<file path="src/rtl/multicycle_control_fsm_pkg.sv">
// Shared encodings for the multi-cycle RV32I control unit:
// opcodes, FSM states and datapath mux/ALU select codes.
package multicycle_control_fsm_pkg;

  typedef enum logic [2:0] {
    S_IF   = 3'd0,
    S_ID   = 3'd1,
    S_EX   = 3'd2,
    S_MEM  = 3'd3,
    S_WB   = 3'd4,
    S_BR   = 3'd5,
    S_HALT = 3'd6
  } state_t;

  localparam logic [6:0] OP_ARITH     = 7'b0110011;
  localparam logic [6:0] OP_ARITH_IMM = 7'b0010011;
  localparam logic [6:0] OP_LOAD      = 7'b0000011;
  localparam logic [6:0] OP_STORE     = 7'b0100011;
  localparam logic [6:0] OP_BRANCH    = 7'b1100011;
  localparam logic [6:0] OP_JAL       = 7'b1101111;
  localparam logic [6:0] OP_JALR      = 7'b1100111;
  localparam logic [6:0] OP_ECALL     = 7'b1110011;

  localparam logic [1:0] WB_ALU = 2'b00;
  localparam logic [1:0] WB_MDR = 2'b01;
  localparam logic [1:0] WB_PC  = 2'b10;

  localparam logic [1:0] A_PC     = 2'b00;
  localparam logic [1:0] A_OLD_PC = 2'b01;
  localparam logic [1:0] A_RS1    = 2'b10;

  localparam logic [1:0] B_RS2  = 2'b00;
  localparam logic [1:0] B_FOUR = 2'b01;
  localparam logic [1:0] B_IMM  = 2'b10;

  localparam logic [1:0] ALU_ADD   = 2'b00;
  localparam logic [1:0] ALU_BR    = 2'b01;
  localparam logic [1:0] ALU_FUNCT = 2'b10;

  // Opcodes that have an EX state (ECALL is resolved in ID)
  function automatic logic has_ex(input logic [6:0] op);
    return (op == OP_ARITH) || (op == OP_ARITH_IMM) ||
           (op == OP_LOAD) || (op == OP_STORE) ||
           (op == OP_BRANCH) || (op == OP_JAL) ||
           (op == OP_JALR);
  endfunction

endpackage

</file>
<file path="src/rtl/multicycle_control_fsm_mem_wait_timer.sv">
// Memory wait watchdog: counts cycles without mem_ready while
// a request is outstanding. LIMIT=0 disables it entirely.
module mem_wait_timer #(
  parameter int LIMIT = 16
) (
  input  logic clk,
  input  logic reset_n,
  input  logic active,
  input  logic mem_ready,
  output logic expire
);

  if (LIMIT > 0) begin : g_timer
    localparam int W = $clog2(LIMIT + 1);
    logic [W-1:0] cnt;
    logic [W-1:0] cnt_inc;

    assign cnt_inc = cnt + W'(1);

    always_ff @(posedge clk) begin
      if (!reset_n || !active || mem_ready)
        cnt <= '0;
      else
        cnt <= cnt_inc;
    end

    // mem_ready on the limit cycle still completes the access
    assign expire = active && !mem_ready &&
                    (cnt_inc == W'(LIMIT));
  end else begin : g_none
    logic unused;
    assign unused = ^{clk, reset_n, active, mem_ready};
    assign expire = 1'b0;
  end

endmodule

</file>
<file path="src/rtl/multicycle_control_fsm.sv">
// Multi-cycle RV32I control FSM (IF/ID/EX/MEM/WB/BR/HALT).
// Optional perf counters: define CTRL_PERF_CNT_EN.
module multicycle_control_fsm
  import multicycle_control_fsm_pkg::*;
#(
  parameter int OPCODE_W    = 7,
  parameter int MEM_TIMEOUT = 16,
  parameter int CNT_W       = 32
) (
  input  logic                clk,
  input  logic                reset_n,
  input  logic [OPCODE_W-1:0] opcode,
  input  logic                bcond,
  input  logic                halt_req,
  input  logic                mem_ready,
  output logic                pc_write,
  output logic                ir_write,
  output logic                i_or_d,
  output logic                mem_read,
  output logic                mem_write,
  output logic                reg_write,
  output logic [1:0]          wb_sel,
  output logic [1:0]          alu_src_a,
  output logic [1:0]          alu_src_b,
  output logic [1:0]          alu_op,
  output logic                is_ecall,
  output logic                halted,
  output logic                illegal_inst,
  output logic                mem_error,
  output logic [2:0]          state_o,
  output logic [CNT_W-1:0]    cycle_count,
  output logic [CNT_W-1:0]    instret
);

  state_t state, next;
  logic illegal_q, mem_error_q;
  logic set_illegal, set_timeout;
  logic wait_active, expire;
  logic pcw, irw, iod, mrd, mwr, rwr, ecl;
  logic [1:0] wb, sa, sb, op;

  assign wait_active = (state == S_IF) || (state == S_MEM);

  mem_wait_timer #(.LIMIT(MEM_TIMEOUT)) u_timer (
    .clk       (clk),
    .reset_n   (reset_n),
    .active    (wait_active),
    .mem_ready (mem_ready),
    .expire    (expire)
  );

  always_ff @(posedge clk) begin
    if (!reset_n) begin
      state       <= S_IF;
      illegal_q   <= 1'b0;
      mem_error_q <= 1'b0;
    end else begin
      state <= next;
      if (set_illegal) illegal_q   <= 1'b1;
      if (set_timeout) mem_error_q <= 1'b1;
    end
  end

  always_comb begin
    next        = state;
    set_illegal = 1'b0;
    set_timeout = 1'b0;
    pcw = 1'b0; irw = 1'b0; iod = 1'b0;
    mrd = 1'b0; mwr = 1'b0; rwr = 1'b0;
    ecl = 1'b0;
    wb = WB_ALU; sa = A_PC; sb = B_RS2; op = ALU_ADD;
    unique case (state)
      S_IF: begin
        mrd = 1'b1;
        sb  = B_FOUR;
        if (mem_ready) begin
          irw  = 1'b1;
          pcw  = 1'b1;
          next = S_ID;
        end else if (expire) begin
          set_timeout = 1'b1;
          next        = S_HALT;
        end
      end
      S_ID: begin
        if (opcode == OP_ECALL) begin
          ecl  = 1'b1;
          next = halt_req ? S_HALT : S_IF;
        end else if (has_ex(opcode)) begin
          next = S_EX;
        end else begin
          set_illegal = 1'b1;
          next        = S_HALT;
        end
      end
      S_EX: begin
        sa = A_RS1;
        case (opcode)
          OP_ARITH: begin
            op = ALU_FUNCT; next = S_WB;
          end
          OP_ARITH_IMM: begin
            sb = B_IMM; op = ALU_FUNCT; next = S_WB;
          end
          OP_LOAD, OP_STORE: begin
            sb = B_IMM; next = S_MEM;
          end
          OP_BRANCH: begin
            op   = ALU_BR;
            next = bcond ? S_BR : S_IF;
          end
          OP_JAL, OP_JALR: begin
            if (opcode == OP_JAL) sa = A_OLD_PC;
            sb  = B_IMM;
            pcw = 1'b1;
            rwr = 1'b1;
            wb  = WB_PC;
            next = S_IF;
          end
          default: begin
            set_illegal = 1'b1;
            next        = S_HALT;
          end
        endcase
      end
      S_MEM: begin
        sa  = A_RS1;
        sb  = B_IMM;
        iod = 1'b1;
        mrd = (opcode == OP_LOAD);
        mwr = (opcode == OP_STORE);
        if (mem_ready) begin
          next = (opcode == OP_LOAD) ? S_WB : S_IF;
        end else if (expire) begin
          set_timeout = 1'b1;
          next        = S_HALT;
        end
      end
      S_WB: begin
        rwr  = 1'b1;
        wb   = (opcode == OP_LOAD) ? WB_MDR : WB_ALU;
        next = S_IF;
      end
      S_BR: begin
        sa   = A_OLD_PC;
        sb   = B_IMM;
        pcw  = 1'b1;
        next = S_IF;
      end
      S_HALT: next = S_HALT;
      default: next = S_HALT;
    endcase
  end

  // Reset masks every output so an aborted instruction has no side effect
  assign pc_write     = reset_n & pcw;
  assign ir_write     = reset_n & irw;
  assign i_or_d       = reset_n & iod;
  assign mem_read     = reset_n & mrd;
  assign mem_write    = reset_n & mwr;
  assign reg_write    = reset_n & rwr;
  assign is_ecall     = reset_n & ecl;
  assign wb_sel       = reset_n ? wb : 2'b00;
  assign alu_src_a    = reset_n ? sa : 2'b00;
  assign alu_src_b    = reset_n ? sb : 2'b00;
  assign alu_op       = reset_n ? op : 2'b00;
  assign halted       = reset_n & (state == S_HALT);
  assign illegal_inst = reset_n & illegal_q;
  assign mem_error    = reset_n & mem_error_q;
  assign state_o      = reset_n ? state : 3'd0;

`ifdef CTRL_PERF_CNT_EN
  logic retire;
  logic [CNT_W-1:0] cyc_q, ret_q;

  assign retire = (state != S_IF) && (next == S_IF);

  always_ff @(posedge clk) begin
    if (!reset_n) begin
      cyc_q <= '0;
      ret_q <= '0;
    end else begin
      if (state != S_HALT) cyc_q <= cyc_q + CNT_W'(1);
      if (retire)          ret_q <= ret_q + CNT_W'(1);
    end
  end

  assign cycle_count = reset_n ? cyc_q : '0;
  assign instret     = reset_n ? ret_q : '0;
`else
  assign cycle_count = '0;
  assign instret     = '0;
`endif

endmodule

</file>
<file path="config.mk">
export PLATFORM = sky130hd
export DESIGN_NAME = multicycle_control_fsm
export DESIGN_NICKNAME = d
export VERILOG_FILES = /design/src/rtl/multicycle_control_fsm_pkg.sv /design/src/rtl/multicycle_control_fsm_mem_wait_timer.sv /design/src/rtl/multicycle_control_fsm.sv
export SDC_FILE = /design/constraint.sdc
export NUM_CORES = 1
export LEC_CHECK = 0
export CAP_MARGIN = 5
export CORE_UTILIZATION = 38
export CTS_CLUSTER_DIAMETER = 50
export DETAILED_ROUTE_END_ITERATION = 10
export GPL_ROUTABILITY_DRIVEN = 0
export PLACE_DENSITY = 0.94
export SLEW_MARGIN = 20
export SYNTH_ARGS = -nofsm -noshare
export SYNTH_HDL_FRONTEND = slang
export SYNTH_SLANG_ARGS = --single-unit
</file>
<file path="constraint.sdc">
create_clock -name clk -period 2.55 [get_ports clk]
set_input_delay 0.255 -clock clk [delete_from_list [all_inputs] [get_ports clk]]
set_output_delay 0.255 -clock clk [all_outputs]
set_load 0.01 [all_outputs]
</file>
==> impl_metrics.py <==
metrics = {
    "outcome": {
        "status": "complete, no violations",
    },
    "synthesis": {
        "yosysUniqueCellTypes": 42,
        "synth_seq_cells": 10,
        "synth.area.mux_share_pct": 0,
        "syn_avg_cell_area_sq_um": 7.44,
        "netlist_area_sq_mm": 0.00133,
        "synth-edff-count": 0,
        "synth_compound_gate_area_share_pct": 12.6,
        "async_reset_ff_share_pct": 0,
        "synth_top_family_by_area": "buffers and inverters",
        "synthAdderAreaFrac_pct": 1.88,
        "seq_area_frac_synth_pct": 15.0,
        "synth_xor_xnor_area_share_pct": 1.97,
        "syn_inst": 179,
        "ys.flop_type": "dfxtp_1",
        "synthSimpleGateAreaFrac_pct": 28.3,
        "synth_warnings": 0,
    },
    "timing": {
        "setup_viol": 0,
        "rsz0062_at_grt": "false",
        "clock_skew_ns": 0.0100,
        "timing.fmax_mhz": 405,
        "hold_viol": 0,
        "final-max-slew-violation-count": 0,
        "min_period_over_period_pct": 96.9,
        "fin_ws_ns": 0.0786,
        "period_needed_ns": 2.47,
    },
    "pwr": {
        "p_per_area_mw_per_mm2": 393,
        "power.total_uw": 608,
        "p_leak_uw": 0.000742,
        "ir_drop_mv": 0.131,
    },
    "setup_path": {
        "setup.worst_path.start_class": "input port",
        "critical_path_required_ns": 2.30,
        "path_buf_inv": 2,
        "path_class": "in2out",
        "critPathMaxStageDelay_ns": 0.56,
        "cpLargestDelayFamily": "buffers and inverters",
        "crit_chain": "clkdlybuf4s50_1 > nand2_1 > or4b_4 > o311a_1 > clkdlybuf4s50_1",
        "crit_path_end_kind": "output pin",
        "crit_top_cell": "clkdlybuf4s50_1",
        "crit_fanout": 5,
        "worst_path_max_delay_cell": "or4b_4",
        "crit_arrival_ns": 2.22,
    },
    "worst_hold_path": {
        "hp-class": "reg2reg",
    },
    "finish": {
        "n_antenna_cell": 0,
        "drive_gt1_share_pct": 11.0,
        "final_nets": 234,
        "finish.utilization_pct": 46.4,
        "syn2layout_area_growth_pct": 16.3,
        "fin_area_sq_mm": 0.00155,
    },
    "clock_tree": {
        "cts_sinks": 10,
        "cts.htree.levels": 1,
        "cts.clk_slew.worst_paths_ns": 0.07,
        "cts_buffers": 3,
        "cts_tree": "yes",
        "clock_path_buffers": 2,
        "clk_latency_ns": 0.26,
        "cts_root_buf": "clkbuf_4",
        "postCtsSetupRepairBufs": 0,
    },
    "floorplan": {
        "initial_core_util_pct": 39.9,
        "row_count": 21,
        "dieArea_sq_mm": 0.00374,
        "io_pins": 97,
        "core_sq_mm": 0.00334,
        "die_h_um": 61.2,
        "die_x_um": 61.2,
    },
    "placement": {
        "port_buffers": 32,
        "dp.final_hpwl_mm": 2.24,
        "pre_cts_ws_ns": -0.0152,
        "place_area_sq_mm": 0.00152,
    },
    "global_routing": {
        "grt_pass1_wl_mm": 4.28,
        "grt_max_degree": 15,
        "grt_usage_pct": 15.0,
        "overflow": 0,
        "antenna_found_initial": 0,
        "grt_pass1_vias": 979,
    },
    "routing": {
        "wl_mm": 2.75,
        "vias": 1167,
        "drtIter0Drc": 60,
        "via_per_inst": 4.42,
        "drc": 0,
        "dr.pass1.iters": 4,
        "routedWlPerCell_um": 10.4,
        "postRouteAntennaNets": 0,
    },
    "flow_run": {
        "drv_cap": 0,
    },
}
==> power breakdown <==
part           total, uW  internal [uW]  switching (uW)
logic                293            131             162
registers            211            175            36.2
clock network        105           54.3            50.3
==> synth_stat cells, types with 3 or more instances <==
master,n,share of area (%)
nand3_1,5,1.9
buf_4,65,37
nand2_1,11,3.1
o21a_1,3,1.7
clkbuf_1,3,0.85
nand2b_1,4,1.9
and3_1,3,1.4
o21ai_0,4,1.5
a21oi_1,4,1.5
inv_1,6,1.7
nor3_1,7,2.6
dfxtp_1,10,15
nor2_1,9,2.5
and2_1,7,3.3
==> worst reg2reg max path, delay by kind of cell (launching register included) <==
kind	cells	cell delay (ns)
flip-flops	1	0.56
AO/OA/AOI/OAI	1	0.19
AND/OR/NAND/NOR	4	1.03
==> final timing paths <==
check / from / to / slack, ns / cells past startpoint
setup / recovery: opcode[1] / alu_src_a[1] / 0.08 / 5
hold / removal: mem_error_q$_SDFFE_PN0P_ / mem_error_q$_SDFFE_PN0P_ / 0.46 / 1
setup reg to reg: state[0]$_SDFF_PN0_ / state[0]$_SDFF_PN0_ / 0.65 / 5
hold reg to reg: mem_error_q$_SDFFE_PN0P_ / mem_error_q$_SDFFE_PN0P_ / 0.46 / 1
==> sequential cells by signal, indices dropped and copies added (netlist names) <==
register	cells
u_timer.g_timer.cnt	5
state	3
illegal_q	1
mem_error_q	1
==> logic make-up after synthesis <==
kind of cell,Yosys count
flops,10
simple gates,65
fa+ha+maj,2
compound gates,22
xor+xnor,3
buf+inv,76
other cells,1
==> stage by stage <==
stage | hold WS, ns | TNS [ns] | std cells
final | 0.459 | 0 | 264
after global routing | 0.486 | 0 | 264
after CTS | 0.463 | 0 | 264
after detailed placement | 0.448 | -0.0154 | 261
after global placement | 0.442 | 0 | 261
after floorplan | 0.390 | 0 | 242
==> metal layers <==
metal / wire length, um / vias to the layer above / global-route usage [%]
met1: 1090 / 530 / 17.7
met5: 0 / - / 0
met3: 224 / 4 / 3.78
met2: 1430 / 76 / 26.4
met4: 17 / 0 / 5.19
li1: - / 557 / -
==> what timing repair did <==
item                                    4_1_cts  5_1_grt
endpoints found under the setup margin        2        2
hold buffers                                  0        0
gates cloned                                  0        0
resized for setup                             2        2
==> placed cells by master, fill, tap and decap left out, types with 3 or more instances in the layout <==
| cell type | netlist | routed |
|---|---|---|
| clkbuf_4 | 0 | 3 |
| conb_1 | 1 | 64 |
| inv_1 | 6 | 6 |
| a21oi_1 | 4 | 4 |
| buf_4 | 65 | 11 |
| and3_1 | 3 | 3 |
| dfxtp_1 | 10 | 10 |
| nand2b_1 | 4 | 4 |
| nor2_1 | 9 | 9 |
| nand3_1 | 5 | 5 |
| and2_1 | 7 | 7 |
| clkdlybuf4s50_1 | 0 | 29 |
| o21a_1 | 3 | 3 |
| nand2_1 | 11 | 11 |
| o21ai_0 | 4 | 4 |
| nor3_1 | 7 | 7 |
==> area by class of cell <==
| class | instances | area [sq um] |
|---|---|---|
| clock buffer | 3 | 22.5 |
| fill | 322 | 1790 |
| inverter | 6 | 22.5 |
| multi-input combinational | 156 | 842 |
| sequential | 10 | 200 |
| tap | 46 | 57.6 |
| timing repair buffer | 43 | 403 |
Power figures use the tool's default switching activity.
